[config.mk]
export PLATFORM = sky130hd
export DESIGN_NAME = instr_cache_line_fetch_flat
export DESIGN_NICKNAME = d
export VERILOG_FILES = /design/src/rtl/instr_cache_line_fetch_if.sv /design/src/rtl/instr_cache_line_fetch.sv /design/src/flat_wrapper.sv
export SDC_FILE = /design/constraint.sdc
export NUM_CORES = 1
export LEC_CHECK = 0
export CORE_AREA = 2 2 269 271
export CTS_BUF_LIST = sky130_fd_sc_hd__clkbuf_2 sky130_fd_sc_hd__clkbuf_4 sky130_fd_sc_hd__clkbuf_8
export DETAILED_ROUTE_END_ITERATION = 16
export DIE_AREA = 0 0 271 273
export PLACE_DENSITY = 0.7
export SETUP_SLACK_MARGIN = 0.1
export SYNTH_ARGS = -nofsm -noshare
export SYNTH_HDL_FRONTEND = slang
export SYNTH_SLANG_ARGS = --single-unit
export TNS_END_PERCENT = 5
[constraint.sdc]
create_clock -name clk -period 18.9 [get_ports clk]
set_clock_uncertainty 0.15 [all_clocks]
set_input_delay 2.835 -clock clk [delete_from_list [all_inputs] [get_ports clk]]
set_output_delay 2.835 -clock clk [all_outputs]
set_load 0.005 [all_outputs]
[src/rtl/instr_cache_line_fetch_if.sv]
// Bundle between the instruction-cache FSM / AXI read channels and the line refill engine.
// The master modport is the refill engine; the slave modport is the cache FSM plus memory side.
interface instr_cache_line_fetch_if #(
  parameter int ADDR_WIDTH  = 64,
  parameter int DATA_WIDTH  = 32,
  parameter int BLOCK_WORDS = 16
);
  logic                              i_start_read;
  logic [ADDR_WIDTH-1:0]             i_addr;
  logic                              o_r_last;
  logic [BLOCK_WORDS*DATA_WIDTH-1:0] o_line_data;
  logic                              o_error;
  logic                              o_arvalid;
  logic                              i_arready;
  logic [ADDR_WIDTH-1:0]             o_araddr;
  logic [7:0]                        o_arlen;
  logic [2:0]                        o_arsize;
  logic [1:0]                        o_arburst;
  logic                              i_rvalid;
  logic                              o_rready;
  logic [DATA_WIDTH-1:0]             i_rdata;
  logic [1:0]                        i_rresp;
  logic                              i_rlast;

  modport master (
    input  i_start_read, i_addr, i_arready, i_rvalid, i_rdata, i_rresp, i_rlast,
    output o_r_last, o_line_data, o_error, o_arvalid, o_araddr, o_arlen, o_arsize,
           o_arburst, o_rready
  );

  modport slave (
    output i_start_read, i_addr, i_arready, i_rvalid, i_rdata, i_rresp, i_rlast,
    input  o_r_last, o_line_data, o_error, o_arvalid, o_araddr, o_arlen, o_arsize,
           o_arburst, o_rready
  );
endinterface

[src/rtl/instr_cache_line_fetch.sv]
// Instruction-cache refill engine: one AXI4 INCR burst per miss, beats assembled into a line
// register, then a single-cycle r_last pulse with the whole line and a sticky error flag.
module instr_cache_line_fetch #(
  parameter int ADDR_WIDTH  = 64,
  parameter int DATA_WIDTH  = 32,
  parameter int BLOCK_WORDS = 16
) (
  input  logic                     clk,
  input  logic                     arst,
  instr_cache_line_fetch_if.master bus
);
  localparam int OFF_W = $clog2(BLOCK_WORDS * DATA_WIDTH / 8);
  localparam int CNT_W = $clog2(BLOCK_WORDS);

  typedef enum logic [1:0] {IDLE, ADDR, DATA, DONE} state_t;

  state_t                               state, state_nxt;
  logic [CNT_W-1:0]                     beat_cnt;
  logic                                 last_beat;
  logic                                 beat_acc;
  logic                                 error;
  logic [ADDR_WIDTH-1:0]                araddr;
  logic [BLOCK_WORDS-1:0][DATA_WIDTH-1:0] line;
  logic                                 arvalid, rready, r_last;
  logic                                 unused_bits;

  assign last_beat   = (beat_cnt == CNT_W'(BLOCK_WORDS - 1));
  assign beat_acc    = (state == DATA) && bus.i_rvalid;
  assign unused_bits = ^{bus.i_addr[OFF_W-1:0], bus.i_rresp[0]};

  always_ff @(posedge clk or posedge arst) begin
    if (arst) state <= IDLE;
    else      state <= state_nxt;
  end

  // Burst length is owned by the beat counter; i_rlast only feeds the error check.
  always_comb begin
    state_nxt = state;
    arvalid   = 1'b0;
    rready    = 1'b0;
    r_last    = 1'b0;
    case (state)
      IDLE: if (bus.i_start_read) state_nxt = ADDR;
      ADDR: begin
        arvalid = 1'b1;
        if (bus.i_arready) state_nxt = DATA;
      end
      DATA: begin
        rready = 1'b1;
        if (bus.i_rvalid && last_beat) state_nxt = DONE;
      end
      DONE: begin
        r_last    = 1'b1;
        state_nxt = IDLE;
      end
      default: state_nxt = IDLE;
    endcase
  end

  // Slots not yet written in the current burst keep the previous line's words.
  always_ff @(posedge clk or posedge arst) begin
    if (arst) begin
      beat_cnt <= '0;
      error    <= 1'b0;
      araddr   <= '0;
      line     <= '0;
    end else begin
      if (state == IDLE && bus.i_start_read) begin
        araddr   <= {bus.i_addr[ADDR_WIDTH-1:OFF_W], {OFF_W{1'b0}}};
        beat_cnt <= '0;
        error    <= 1'b0;
      end
      if (beat_acc) begin
        line[beat_cnt] <= bus.i_rdata;
        beat_cnt       <= beat_cnt + CNT_W'(1);
        if (bus.i_rresp[1] || (bus.i_rlast != last_beat)) error <= 1'b1;
      end
    end
  end

  assign bus.o_arvalid   = arvalid;
  assign bus.o_rready    = rready;
  assign bus.o_r_last    = r_last;
  assign bus.o_error     = r_last && error;
  assign bus.o_araddr    = araddr;
  assign bus.o_arlen     = 8'(BLOCK_WORDS - 1);
  assign bus.o_arsize    = 3'($clog2(DATA_WIDTH / 8));
  assign bus.o_arburst   = 2'b01;
  assign bus.o_line_data = line;
endmodule

[src/flat_wrapper.sv]
// flat-port wrapper written by rule: the top's interface ports become plain ports
module instr_cache_line_fetch_flat 
#(
  parameter int ADDR_WIDTH  = 64,
  parameter int DATA_WIDTH  = 32,
  parameter int BLOCK_WORDS = 16
)
  (clk, arst, bus_i_start_read, bus_i_addr, bus_i_arready, bus_i_rvalid, bus_i_rdata, bus_i_rresp, bus_i_rlast, bus_o_r_last, bus_o_line_data, bus_o_error, bus_o_arvalid, bus_o_araddr, bus_o_arlen, bus_o_arsize, bus_o_arburst, bus_o_rready);
  instr_cache_line_fetch_if #(.ADDR_WIDTH(ADDR_WIDTH), .DATA_WIDTH(DATA_WIDTH), .BLOCK_WORDS(BLOCK_WORDS)) bus_i ();
  input  logic clk;
  input  logic arst;
  input wire logic [$bits(bus_i.i_start_read)-1:0] bus_i_start_read;
  input wire logic [$bits(bus_i.i_addr)-1:0] bus_i_addr;
  input wire logic [$bits(bus_i.i_arready)-1:0] bus_i_arready;
  input wire logic [$bits(bus_i.i_rvalid)-1:0] bus_i_rvalid;
  input wire logic [$bits(bus_i.i_rdata)-1:0] bus_i_rdata;
  input wire logic [$bits(bus_i.i_rresp)-1:0] bus_i_rresp;
  input wire logic [$bits(bus_i.i_rlast)-1:0] bus_i_rlast;
  output wire logic [$bits(bus_i.o_r_last)-1:0] bus_o_r_last;
  output wire logic [$bits(bus_i.o_line_data)-1:0] bus_o_line_data;
  output wire logic [$bits(bus_i.o_error)-1:0] bus_o_error;
  output wire logic [$bits(bus_i.o_arvalid)-1:0] bus_o_arvalid;
  output wire logic [$bits(bus_i.o_araddr)-1:0] bus_o_araddr;
  output wire logic [$bits(bus_i.o_arlen)-1:0] bus_o_arlen;
  output wire logic [$bits(bus_i.o_arsize)-1:0] bus_o_arsize;
  output wire logic [$bits(bus_i.o_arburst)-1:0] bus_o_arburst;
  output wire logic [$bits(bus_i.o_rready)-1:0] bus_o_rready;
  assign bus_i.i_start_read = bus_i_start_read;
  assign bus_i.i_addr = bus_i_addr;
  assign bus_i.i_arready = bus_i_arready;
  assign bus_i.i_rvalid = bus_i_rvalid;
  assign bus_i.i_rdata = bus_i_rdata;
  assign bus_i.i_rresp = bus_i_rresp;
  assign bus_i.i_rlast = bus_i_rlast;
  assign bus_o_r_last = bus_i.o_r_last;
  assign bus_o_line_data = bus_i.o_line_data;
  assign bus_o_error = bus_i.o_error;
  assign bus_o_arvalid = bus_i.o_arvalid;
  assign bus_o_araddr = bus_i.o_araddr;
  assign bus_o_arlen = bus_i.o_arlen;
  assign bus_o_arsize = bus_i.o_arsize;
  assign bus_o_arburst = bus_i.o_arburst;
  assign bus_o_rready = bus_i.o_rready;
  instr_cache_line_fetch #(.ADDR_WIDTH(ADDR_WIDTH), .DATA_WIDTH(DATA_WIDTH), .BLOCK_WORDS(BLOCK_WORDS)) u_core (.clk(clk), .arst(arst), .bus(bus_i));
endmodule
==> results of run 1 <==
## report_power, final
part	internal, mW	switching, mW	leakage, nW
logic	0.691	0.357	5.66
registers	1.50	0.149	7.73
clock network	0.660	0.497	1.10
total	2.86	1.00	14.5
## cell type report
type                            count  area, um2  area share (%)
Inverter                            8       33.8           0.107
Clock inverter                     13        120           0.380
Antenna cell                        1       2.50         0.00791
Clock buffer                      156       1930            6.11
Timing Repair Buffer              697       6910            21.8
Sequential cell                   577      14400            45.6
Multi-Input combinational cell    650       7010            22.2
Tap cell                          950       1190            3.76
## path summary, 6_finish.rpt
check / start / endpoint / slack, ns / cells past startpoint
worst max register to register: u_core.state[0] / u_core.bus.o_line_data[198] / 15.64 / 6
max in group clk: u_core.state[0] / bus_o_rready / 13.74 / 3
min in group asynchronous: arst / u_core.bus.o_line_data[64] / 2.42 / 2
worst min register to register: u_core.bus.o_line_data[5] / u_core.bus.o_line_data[5] / 0.34 / 1
worst max-delay path: arst / u_core.bus.o_line_data[121] / 12.39 / 6
worst min-delay path: u_core.bus.o_line_data[5] / u_core.bus.o_line_data[5] / 0.34 / 1
## synth_stat cells
master / number / area [um2]
clkbuf_2: 1 / 5.00
a2bb2oi_1: 1 / 8.76
ha_1: 9 / 113
buf_2: 40 / 200
buf_4: 28 / 210
nand4_1: 3 / 18.8
mux2_1: 10 / 113
dfrtp_1: 577 / 14400
o21ai_0: 2 / 10.0
or3b_2: 1 / 8.76
and2_1: 2 / 12.5
buf_1: 32 / 120
a22oi_1: 1 / 7.51
a31o_2: 1 / 8.76
a21oi_1: 1 / 5.00
nor3_2: 2 / 20.0
mux2i_1: 2 / 20.0
nand3_1: 8 / 40.0
nand2_1: 10 / 37.5
or3_1: 1 / 6.26
conb_1: 2 / 7.51
nand3b_1: 1 / 7.51
nor3_1: 3 / 15.0
mux2_2: 561 / 6320
nor2_4: 3 / 33.8
nor3b_2: 1 / 12.5
a222oi_1: 1 / 10.0
clkbuf_1: 7 / 26.3
inv_1: 8 / 30.0
nor2_1: 7 / 26.3
## kinds of logic after synthesis
group                      synth area share, %
AOI/OAI and AO/OA                        0.229
buffers and inverters                     2.70
adders and majority gates                0.514
muxes                                     29.5
and+or+nand+nor                           1.09
DFF                                       66.0
other                                   0.0343
## sequential cells by signal (all words and copies together) (netlist names)
| signal | cells |
|---|---|
| u_core.beat_cnt | 4 |
| u_core.bus.o_araddr | 58 |
| u_core.bus.o_line_data | 512 |
| u_core.error | 1 |
| u_core.state | 2 |
## worst max-delay path, stage by stage
cell and delay (ns):
clkdlybuf4s50_1 0.44, clkinvlp_4 0.41, buf_4 0.85, buf_4 0.71, buf_4 0.83, buf_4 0.83
## layer usage
layer,part of all wire (%),routed length [um]
met1,40,26800
met2,50,34000
met3,6.8,4620
met4,3.4,2290
met5,0,0
## layout by cell type (no fill, tap or decap), drive strengths merged, types with 2 or more instances in the layout
| cell type | n |
|---|---|
| dfrtp | 577 |
| buf | 27 |
| and2 | 2 |
| mux2 | 571 |
| clkdlybuf4s50 | 670 |
| conb | 19 |
| mux2i | 2 |
| o21ai | 2 |
| nor2 | 10 |
| clkinv | 8 |
| nand4 | 3 |
| nor3 | 5 |
| clkinvlp | 2 |
| clkbuf | 156 |
| inv | 10 |
| ha | 9 |
| nand2 | 10 |
| nand3 | 8 |
==> results_tabular.tex, run 1 <==
\begin{tabular}{lr}
\hline
Metric & Value \\
\hline
\multicolumn{2}{l}{\textbf{Outcome}} \\
\quad Run status & complete, no violations \\
\multicolumn{2}{l}{\textbf{Clock tree}} \\
\quad Number of hold buffers added after cts & 0 \\
\quad CTS Sinks & 577 \\
\quad Num CTS Buffers & 97 \\
\quad Number of gates given a new drive strength after cts & 0 \\
\quad Skew-Pair Late Insertion Delay & 0.66 ns \\
\quad Clk pin slew, worst setup/hold paths & 0.06 ns \\
\quad Maximum clock path buffer count & 3 \\
\quad Clock tree from TritonCTS & yes \\
\quad Clock Tree Root & clkbuf\_8 \\
\quad H-tree levels & 3 \\
\quad \# Post-CTS Setup Buffers & 0 \\
\multicolumn{2}{l}{\textbf{Global route}} \\
\quad Grt met2 use & 30.7\% \\
\quad Global-route track usage on met3 & 4.73\% \\
\quad Maximum number of pins on one net before global-route repair & 83 \\
\quad Number of antenna violations at the first check in global routing & 3 \\
\quad GRT Util Overall & 17.9\% \\
\quad Gr ovfl total & 0 \\
\quad Global-route wire length before repair & 98900 um \\
\quad Via count of the first global-routing pass & 15.0k \\
\quad Grt peak-use layer & met2 \\
\quad GR met1 Demand/Resource & 21.2\% \\
\multicolumn{2}{l}{\textbf{Timing}} \\
\quad Max-slew headroom at the worst pin & 32.3\% \\
\quad Setup-violating endpoint count in the final report & 0 \\
\quad Final WS setup & 12.39 ns \\
\quad Post-route worst hold slack & 0.336 ns \\
\quad Setup TNS Final & 0 ns \\
\quad Portion of the clock cycle consumed by the worst path in the final layout & 34.4\% \\
\quad Unrepaired setup endpoints after global routing & no \\
\quad Max-slew violation count & 0 \\
\quad Highest clock rate & 154 MHz \\
\quad Minimum period implied by the final worst setup slack & 6.51 ns \\
\quad Worst-margin pin slew & 1.01 ns \\
\quad Count of final hold-check violations & 0 \\
\multicolumn{2}{l}{\textbf{Floorplanning}} \\
\quad Site Rows & 98 \\
\quad Die outline area & 74000 um2 \\
\quad Die H & 273 um \\
\quad Area inside the core boundary & 71000 um2 \\
\quad Chip Width & 271 um \\
\quad Initial cell density of the core & 30.8\% \\
\quad I/O pin total & 697 \\
\multicolumn{2}{l}{\textbf{Layout}} \\
\quad Final instance area & 31600 um2 \\
\quad Layout filler cell count & 6261 \\
\quad P\&R area growth vs syn & 44.5\% \\
\quad Share of the core filled with cells & 44.6\% \\
\quad Fraction of layout cells with a size suffix above 1 & 36.9\% \\
\quad Final Non-Filler Cells & 3052 \\
\quad \# nets final & 2144 \\
\multicolumn{2}{l}{\textbf{Place}} \\
\quad Post-Place Setup Slack & 11.46 ns \\
\quad Quantity of I/O buffers inserted on ports & 670 \\
\quad Dpl hpwl & 47200 um \\
\quad Final estimated routing congestion in global placement & 0.784 \\
\quad Placed cell areas & 29600 um2 \\
\quad Placed Instances & 2882 \\
\multicolumn{2}{l}{\textbf{Pwr}} \\
\quad Leakage component of the power & 14.5 nW \\
\quad Cell Pwr Density & 122 nW/um2 \\
\quad IR Drop Worst-Case VDD & 0.0000827 V \\
\quad Overall power consumption & 3.86 mW \\
\multicolumn{2}{l}{\textbf{Synthesis}} \\
\quad YS warnings & 0 \\
\quad Register area share after synthesis & 66.0\% \\
\quad FF+latch count, synth & 577 \\
\quad Synthesized area per cell & 16.5 um2 \\
\quad Mapped Area & 21900 um2 \\
\quad Distinct cell type count after synthesis & 30 \\
\quad Number of standard cells after synthesis & 1326 \\
\multicolumn{2}{l}{\textbf{Drt}} \\
\quad First-iteration detailed-routing DRC count & 442 \\
\quad Total detailed-routing wirelength & 67700 um \\
\quad Routed vias & 13.9k \\
\quad Average wire per cell in the routed design & 22.2 um \\
\quad Detailed-router iteration count before antenna repair & 7 \\
\quad Via-per-instance ratio & 4.57 \\
\quad Antenna-violating nets left & 0 \\
\quad Total DRC errors in the routed layout & 0 \\
\multicolumn{2}{l}{\textbf{Worst setup path}} \\
\quad Kind of start point of the critical path & input pin \\
\quad Maximum net fanout on the critical path & 79 \\
\quad Data required time of the worst path & 19.43 ns \\
\quad CP Class & in2async \\
\quad CP arrival & 7.03 ns \\
\quad Worst Setup End Kind & async pin \\
\multicolumn{2}{l}{\textbf{Flow run}} \\
\quad Total of max-cap violations & 0 \\
\multicolumn{2}{l}{\textbf{Worst hold path}} \\
\quad Kind of path behind the tightest hold check & reg2reg \\
\hline
\end{tabular}
(Power assumes the default switching activity.)
==> run 2: changes to the inputs <==
Clock period 18.9 ns to 5.8 ns, I/O delays scaled along.
==> results_tabular.tex, run 2 (synthesis results as in run 1) <==
\begin{tabular}{lr}
\hline
Metric & Value \\
\hline
\multicolumn{2}{l}{\textbf{Clock tree}} \\
\quad Num CTS Buffers & 97 \\
\quad \# Post-CTS Setup Buffers & 0 \\
\quad Clock tree from TritonCTS & yes \\
\quad Clock Tree Root & clkbuf\_8 \\
\quad Maximum clock path buffer count & 3 \\
\quad CTS Sinks & 577 \\
\quad Skew-Pair Late Insertion Delay & 0.67 ns \\
\quad Number of hold buffers added after cts & 0 \\
\quad Number of gates given a new drive strength after cts & 0 \\
\quad Clk pin slew, worst setup/hold paths & 0.06 ns \\
\quad H-tree levels & 3 \\
\multicolumn{2}{l}{\textbf{Drt}} \\
\quad Detailed-router iteration count before antenna repair & 6 \\
\quad Average wire per cell in the routed design & 22.4 um \\
\quad Total DRC errors in the routed layout & 0 \\
\quad Total detailed-routing wirelength & 68400 um \\
\quad Antenna-violating nets left & 0 \\
\quad First-iteration detailed-routing DRC count & 509 \\
\quad Via-per-instance ratio & 4.60 \\
\quad Routed vias & 14.1k \\
\multicolumn{2}{l}{\textbf{Worst setup path}} \\
\quad Kind of start point of the critical path & flop \\
\quad Maximum net fanout on the critical path & 9 \\
\quad Worst Setup End Kind & primary output \\
\quad Data required time of the worst path & 4.78 ns \\
\quad Setup slack of the most critical reg-to-reg path & 2.66 ns \\
\quad CP Class & reg2out \\
\quad Worst Reg2Reg Path Length in Cells & 6 \\
\quad Reg-to-reg startpoint & u\_core.state[0] \\
\quad Worst flop-to-flop path endpoint & u\_core.bus.o\_line\_data[222] \\
\quad CP arrival & 2.14 ns \\
\multicolumn{2}{l}{\textbf{Timing}} \\
\quad Max-slew violation count & 0 \\
\quad Worst-margin pin slew & 1.23 ns \\
\quad Minimum period implied by the final worst setup slack & 3.16 ns \\
\quad Max-slew headroom at the worst pin & 17.5\% \\
\quad Count of final hold-check violations & 0 \\
\quad Unrepaired setup endpoints after global routing & no \\
\quad Setup-violating endpoint count in the final report & 0 \\
\quad Portion of the clock cycle consumed by the worst path in the final layout & 54.5\% \\
\quad Setup TNS Final & 0 ns \\
\quad Highest clock rate & 316 MHz \\
\multicolumn{2}{l}{\textbf{Place}} \\
\quad Quantity of I/O buffers inserted on ports & 670 \\
\quad Final estimated routing congestion in global placement & 0.774 \\
\quad Dpl hpwl & 48100 um \\
\quad Placed Instances & 2886 \\
\multicolumn{2}{l}{\textbf{Floorplanning}} \\
\quad Area inside the core boundary & 71000 um2 \\
\quad I/O pin total & 697 \\
\quad Die H & 273 um \\
\quad Initial cell density of the core & 30.8\% \\
\quad Site Rows & 98 \\
\quad Die outline area & 74000 um2 \\
\quad Chip Width & 271 um \\
\multicolumn{2}{l}{\textbf{Worst hold path}} \\
\quad Startpoint of the tightest hold check path & u\_core.bus.o\_line\_data[5] \\
\quad Kind of path behind the tightest hold check & reg2reg \\
\quad Hold Path Depth & 1 \\
\quad End of the worst hold path & u\_core.bus.o\_line\_data[5] \\
\multicolumn{2}{l}{\textbf{Pwr}} \\
\quad Cell Pwr Density & 397 nW/um2 \\
\quad Leakage component of the power & 14.5 nW \\
\quad IR Drop Worst-Case VDD & 0.000230 V \\
\quad Overall power consumption & 12.6 mW \\
\multicolumn{2}{l}{\textbf{Global route}} \\
\quad Via count of the first global-routing pass & 15.2k \\
\quad Global-route wire length before repair & 101000 um \\
\quad Maximum number of pins on one net before global-route repair & 149 \\
\quad Gr ovfl total & 0 \\
\quad Number of antenna violations at the first check in global routing & 5 \\
\quad GRT Util Overall & 18.2\% \\
\multicolumn{2}{l}{\textbf{Layout}} \\
\quad Layout filler cell count & 6308 \\
\quad Final Non-Filler Cells & 3054 \\
\quad Fraction of layout cells with a size suffix above 1 & 37.0\% \\
\quad Most common library cell in the layout ignoring fill and taps & clkdlybuf4s50\_1 \\
\quad Area of the multi-input gates & 7000 um2 \\
\quad Sequential standard cell area & 14400 um2 \\
\quad P\&R area growth vs syn & 44.8\% \\
\quad \# nets final & 2148 \\
\quad Max reg flops & 512 \\
\quad Commonest cells after routing, fill and taps aside & clkdlybuf4s50\_1 (670), dfrtp\_1 (577), mux2\_2 (561), clkbuf\_8 (121), clkbuf\_4 (29) \\
\multicolumn{2}{l}{\textbf{Flow run}} \\
\quad Total of max-cap violations & 0 \\
\multicolumn{2}{l}{\textbf{Outcome}} \\
\quad Run status & complete, no violations \\
\hline
\end{tabular}
## run 2: layer usage
| metal | up-vias | wire length (um) | global-route usage, % |
|---|---|---|---|
| li1 | 6047 | - | - |
| met1 | 7319 | 27100 | 21.7 |
| met2 | 538 | 34000 | 30.9 |
| met3 | 150 | 4690 | 4.66 |
| met4 | 0 | 2600 | 8.53 |
| met5 | - | 0 | 0 |
## run 2: metrics by stage
stage | hold WS [ns] | instance area (um2) | utilization [%] | setup slack [ns]
CTS | 0.339 | 31700 | 44.7 | 2.53
finish | 0.335 | 31700 | 44.7 | 2.64
global route | 0.363 | 31700 | 44.7 | 2.39
detailed placement | 0.326 | 29700 | 41.8 | 1.95
floorplan | 0.292 | 22000 | - | -3.08
global placement | 0.318 | 29700 | 41.8 | 1.99
## run 2: how the worst max path moves through the flow
stage / to / cells after the start / slack, ns / start
2_1_floorplan: u_core.beat_cnt[0] / 1 / -3.08 / arst
3_3_place_gp: u_core.bus.o_line_data[480] / 5 / 1.99 / bus_i_rvalid
3_5_place_dp: u_core.bus.o_line_data[485] / 5 / 1.95 / bus_i_rvalid
4_1_cts: bus_o_rready / 3 / 2.53 / u_core.state[0]
5_1_grt: u_core.bus.o_line_data[198] / 6 / 2.39 / u_core.state[0]
6_report: bus_o_rready / 3 / 2.64 / u_core.state[0]
## run 2: final cells by class
type | instances | share of cell area, %
Inverter | 8 | 0.107
Antenna cell | 1 | 0.00789
Tap cell | 950 | 3.75
Timing Repair Buffer | 701 | 22.1
Clock buffer | 150 | 5.94
Sequential cell | 577 | 45.5
Multi-Input combinational cell | 650 | 22.1
Clock inverter | 17 | 0.442
## run 2: worst max-delay path: stages (launching register included)
cell and delay (ns):
dfrtp_1 0.42, inv_1 0.11, ha_1 0.35, clkdlybuf4s50_1 0.59
## run 2: power by group
group | total (mW) | internal (mW) | switching (mW) | leakage (nW)
sequential | 5.40 | 4.90 | 0.495 | 7.73
combinational | 3.43 | 2.26 | 1.17 | 5.70
clock | 3.75 | 2.11 | 1.64 | 1.08
total | 12.6 | 9.27 | 3.31 | 14.5
==> run 3: changes to the inputs <==
Clock period 5.8 ns to 2.7 ns, I/O delays scaled along.
==> results_tabular.tex, run 3 (synthesis results as in run 1) <==
\begin{tabular}{lr}
\hline
Metric & Value \\
\hline
\multicolumn{2}{l}{\textbf{Drt}} \\
\quad Detailed-router iteration count before antenna repair & 4 \\
\quad Routed vias & 14.1k \\
\quad Total DRC errors in the routed layout & 0 \\
\quad Antenna-violating nets left & 1 \\
\quad Total detailed-routing wirelength & 68700 um \\
\quad First-iteration detailed-routing DRC count & 591 \\
\quad Via-per-instance ratio & 4.56 \\
\quad Average wire per cell in the routed design & 22.2 um \\
\multicolumn{2}{l}{\textbf{Layout}} \\
\quad \# nets final & 2182 \\
\quad Sequential standard cell area & 14400 um2 \\
\quad Fraction of layout cells with a size suffix above 1 & 38.3\% \\
\quad Area of the multi-input gates & 7020 um2 \\
\quad P\&R area growth vs syn & 47.7\% \\
\quad Max reg flops & 512 \\
\quad Commonest cells after routing, fill and taps aside & clkdlybuf4s50\_1 (669), dfrtp\_1 (575), mux2\_2 (561), clkbuf\_8 (123), buf\_4 (44) \\
\quad Most common library cell in the layout ignoring fill and taps & clkdlybuf4s50\_1 \\
\quad Final instance area & 32300 um2 \\
\quad Layout filler cell count & 6154 \\
\multicolumn{2}{l}{\textbf{Timing}} \\
\quad Highest clock rate & 404 MHz \\
\quad Setup-violating endpoint count in the final report & 0 \\
\quad Max-slew headroom at the worst pin & 41.2\% \\
\quad Final WS setup & 0.226 ns \\
\quad Count of final hold-check violations & 0 \\
\quad Minimum period implied by the final worst setup slack & 2.47 ns \\
\quad Unrepaired setup endpoints after global routing & no \\
\quad Portion of the clock cycle consumed by the worst path in the final layout & 91.6\% \\
\quad Worst-margin pin slew & 0.879 ns \\
\quad Post-route worst hold slack & 0.0324 ns \\
\quad Max-slew violation count & 0 \\
\multicolumn{2}{l}{\textbf{Pwr}} \\
\quad IR Drop Worst-Case VDD & 0.000660 V \\
\quad Leakage component of the power & 14.8 nW \\
\quad Overall power consumption & 27.5 mW \\
\quad Cell Pwr Density & 849 nW/um2 \\
\multicolumn{2}{l}{\textbf{Clock tree}} \\
\quad Maximum clock path buffer count & 3 \\
\quad Number of gates given a new drive strength after cts & 3 \\
\quad Skew-Pair Late Insertion Delay & 0.64 ns \\
\quad Num CTS Buffers & 94 \\
\quad \# Post-CTS Setup Buffers & 0 \\
\quad Clock tree from TritonCTS & yes \\
\quad Clock Tree Root & clkbuf\_8 \\
\quad Number of hold buffers added after cts & 0 \\
\quad H-tree levels & 3 \\
\quad CTS Sinks & 577 \\
\quad Clk pin slew, worst setup/hold paths & 0.06 ns \\
\multicolumn{2}{l}{\textbf{Floorplanning}} \\
\quad Die H & 273 um \\
\quad Chip Width & 271 um \\
\quad Area inside the core boundary & 71000 um2 \\
\quad Site Rows & 98 \\
\quad I/O pin total & 697 \\
\quad Initial cell density of the core & 30.8\% \\
\quad Die outline area & 74000 um2 \\
\multicolumn{2}{l}{\textbf{Worst setup path}} \\
\quad Critical path origin & u\_core.state[0] \\
\quad Data required time of the worst path & 2.14 ns \\
\quad CP Class & reg2out \\
\quad CP arrival & 1.92 ns \\
\quad Worst Setup End Kind & primary output \\
\quad Reg-to-reg startpoint & u\_core.state[0] \\
\quad Setup slack of the most critical reg-to-reg path & 0.47 ns \\
\quad Kind of start point of the critical path & flop \\
\quad Worst flop-to-flop path endpoint & u\_core.bus.o\_line\_data[149] \\
\quad Worst Reg2Reg Path Length in Cells & 6 \\
\quad Maximum net fanout on the critical path & 4 \\
\quad Critical path capture point & bus\_o\_error \\
\multicolumn{2}{l}{\textbf{Global route}} \\
\quad Number of antenna violations at the first check in global routing & 4 \\
\quad Gr ovfl total & 0 \\
\quad Global-route wire length before repair & 101000 um \\
\quad GRT Util Overall & 18.3\% \\
\quad Maximum number of pins on one net before global-route repair & 76 \\
\quad Via count of the first global-routing pass & 15.4k \\
\multicolumn{2}{l}{\textbf{Outcome}} \\
\quad Run status & complete, but fails checks \\
\quad Failing checks & antenna rules \\
\multicolumn{2}{l}{\textbf{Place}} \\
\quad Post-Place Setup Slack & 0.159 ns \\
\quad Placed cell areas & 30200 um2 \\
\quad Dpl hpwl & 48200 um \\
\quad Quantity of I/O buffers inserted on ports & 670 \\
\quad Final estimated routing congestion in global placement & 0.787 \\
\multicolumn{2}{l}{\textbf{Worst hold path}} \\
\quad Kind of path behind the tightest hold check & in2async \\
\multicolumn{2}{l}{\textbf{Flow run}} \\
\quad Total of max-cap violations & 0 \\
\hline
\end{tabular}
==> run 3: cell count changes in the layout (fill, tap and decap cells not counted), sizes merged <==
| cell | change |
|---|---|
| diode | +5 |
| dlygate4sd2 | +1 |
| clkdlybuf4s50 | -1 |
| clkinvlp | +2 |
| buf | +37 |
| clkbuf | -4 |
| clkinv | +2 |
| bufinv | +3 |
| inv | -2 |
==> run 3: worst min path at each step <==
stage / startpoint / end
2_1_floorplan: u_core.error / u_core.error
3_3_place_gp: u_core.bus.o_line_data[86] / u_core.bus.o_line_data[86]
3_5_place_dp: u_core.bus.o_line_data[81] / u_core.bus.o_line_data[81]
4_1_cts: arst / u_core.bus.o_line_data[47]
6_report: arst / u_core.bus.o_line_data[44]
5_1_grt: arst / u_core.bus.o_line_data[44]
==> run 3: critical path, stage by stage, from the launching register on <==
cell and delay (ns):
dfrtp_2 0.43, ha_1 0.22, and2_1 0.16, clkdlybuf4s50_1 0.47
==> run 3: per-stage QoR <==
step,setup TNS [ns],util (%),cells
after global placement,0,42.5,2923
after floorplan,-3298.43,-,1343
final,0,45.6,3097
after detailed placement,0,42.5,2923
after global routing,0,45.5,3092
after CTS,0,45.5,3091
==> run 3: layer usage <==
| layer | global-route usage [%] | up-vias | part of all wire (%) |
|---|---|---|---|
| li1 | - | 6119 | - |
| met2 | 31.1 | 534 | 50 |
| met1 | 21.9 | 7324 | 40 |
| met5 | 0 | - | 0.017 |
| met4 | 7.87 | 2 | 3.8 |
| met3 | 4.70 | 152 | 6.4 |
==> run 3: final cells by class <==
cell class	instances	area share, %
Tap cell	950	3.68
Inverter	8	0.104
Sequential cell	577	44.7
Clock inverter	22	0.812
Multi-Input combinational cell	650	21.7
Clock buffer	146	5.77
Antenna cell	6	0.0464
Timing Repair Buffer	738	23.2
==> run 3: power by group <==
group / switching, mW / total, mW / internal (mW)
combinational: 2.57 / 7.51 / 4.94
clock: 3.57 / 8.37 / 4.80
sequential: 1.05 / 11.6 / 10.5
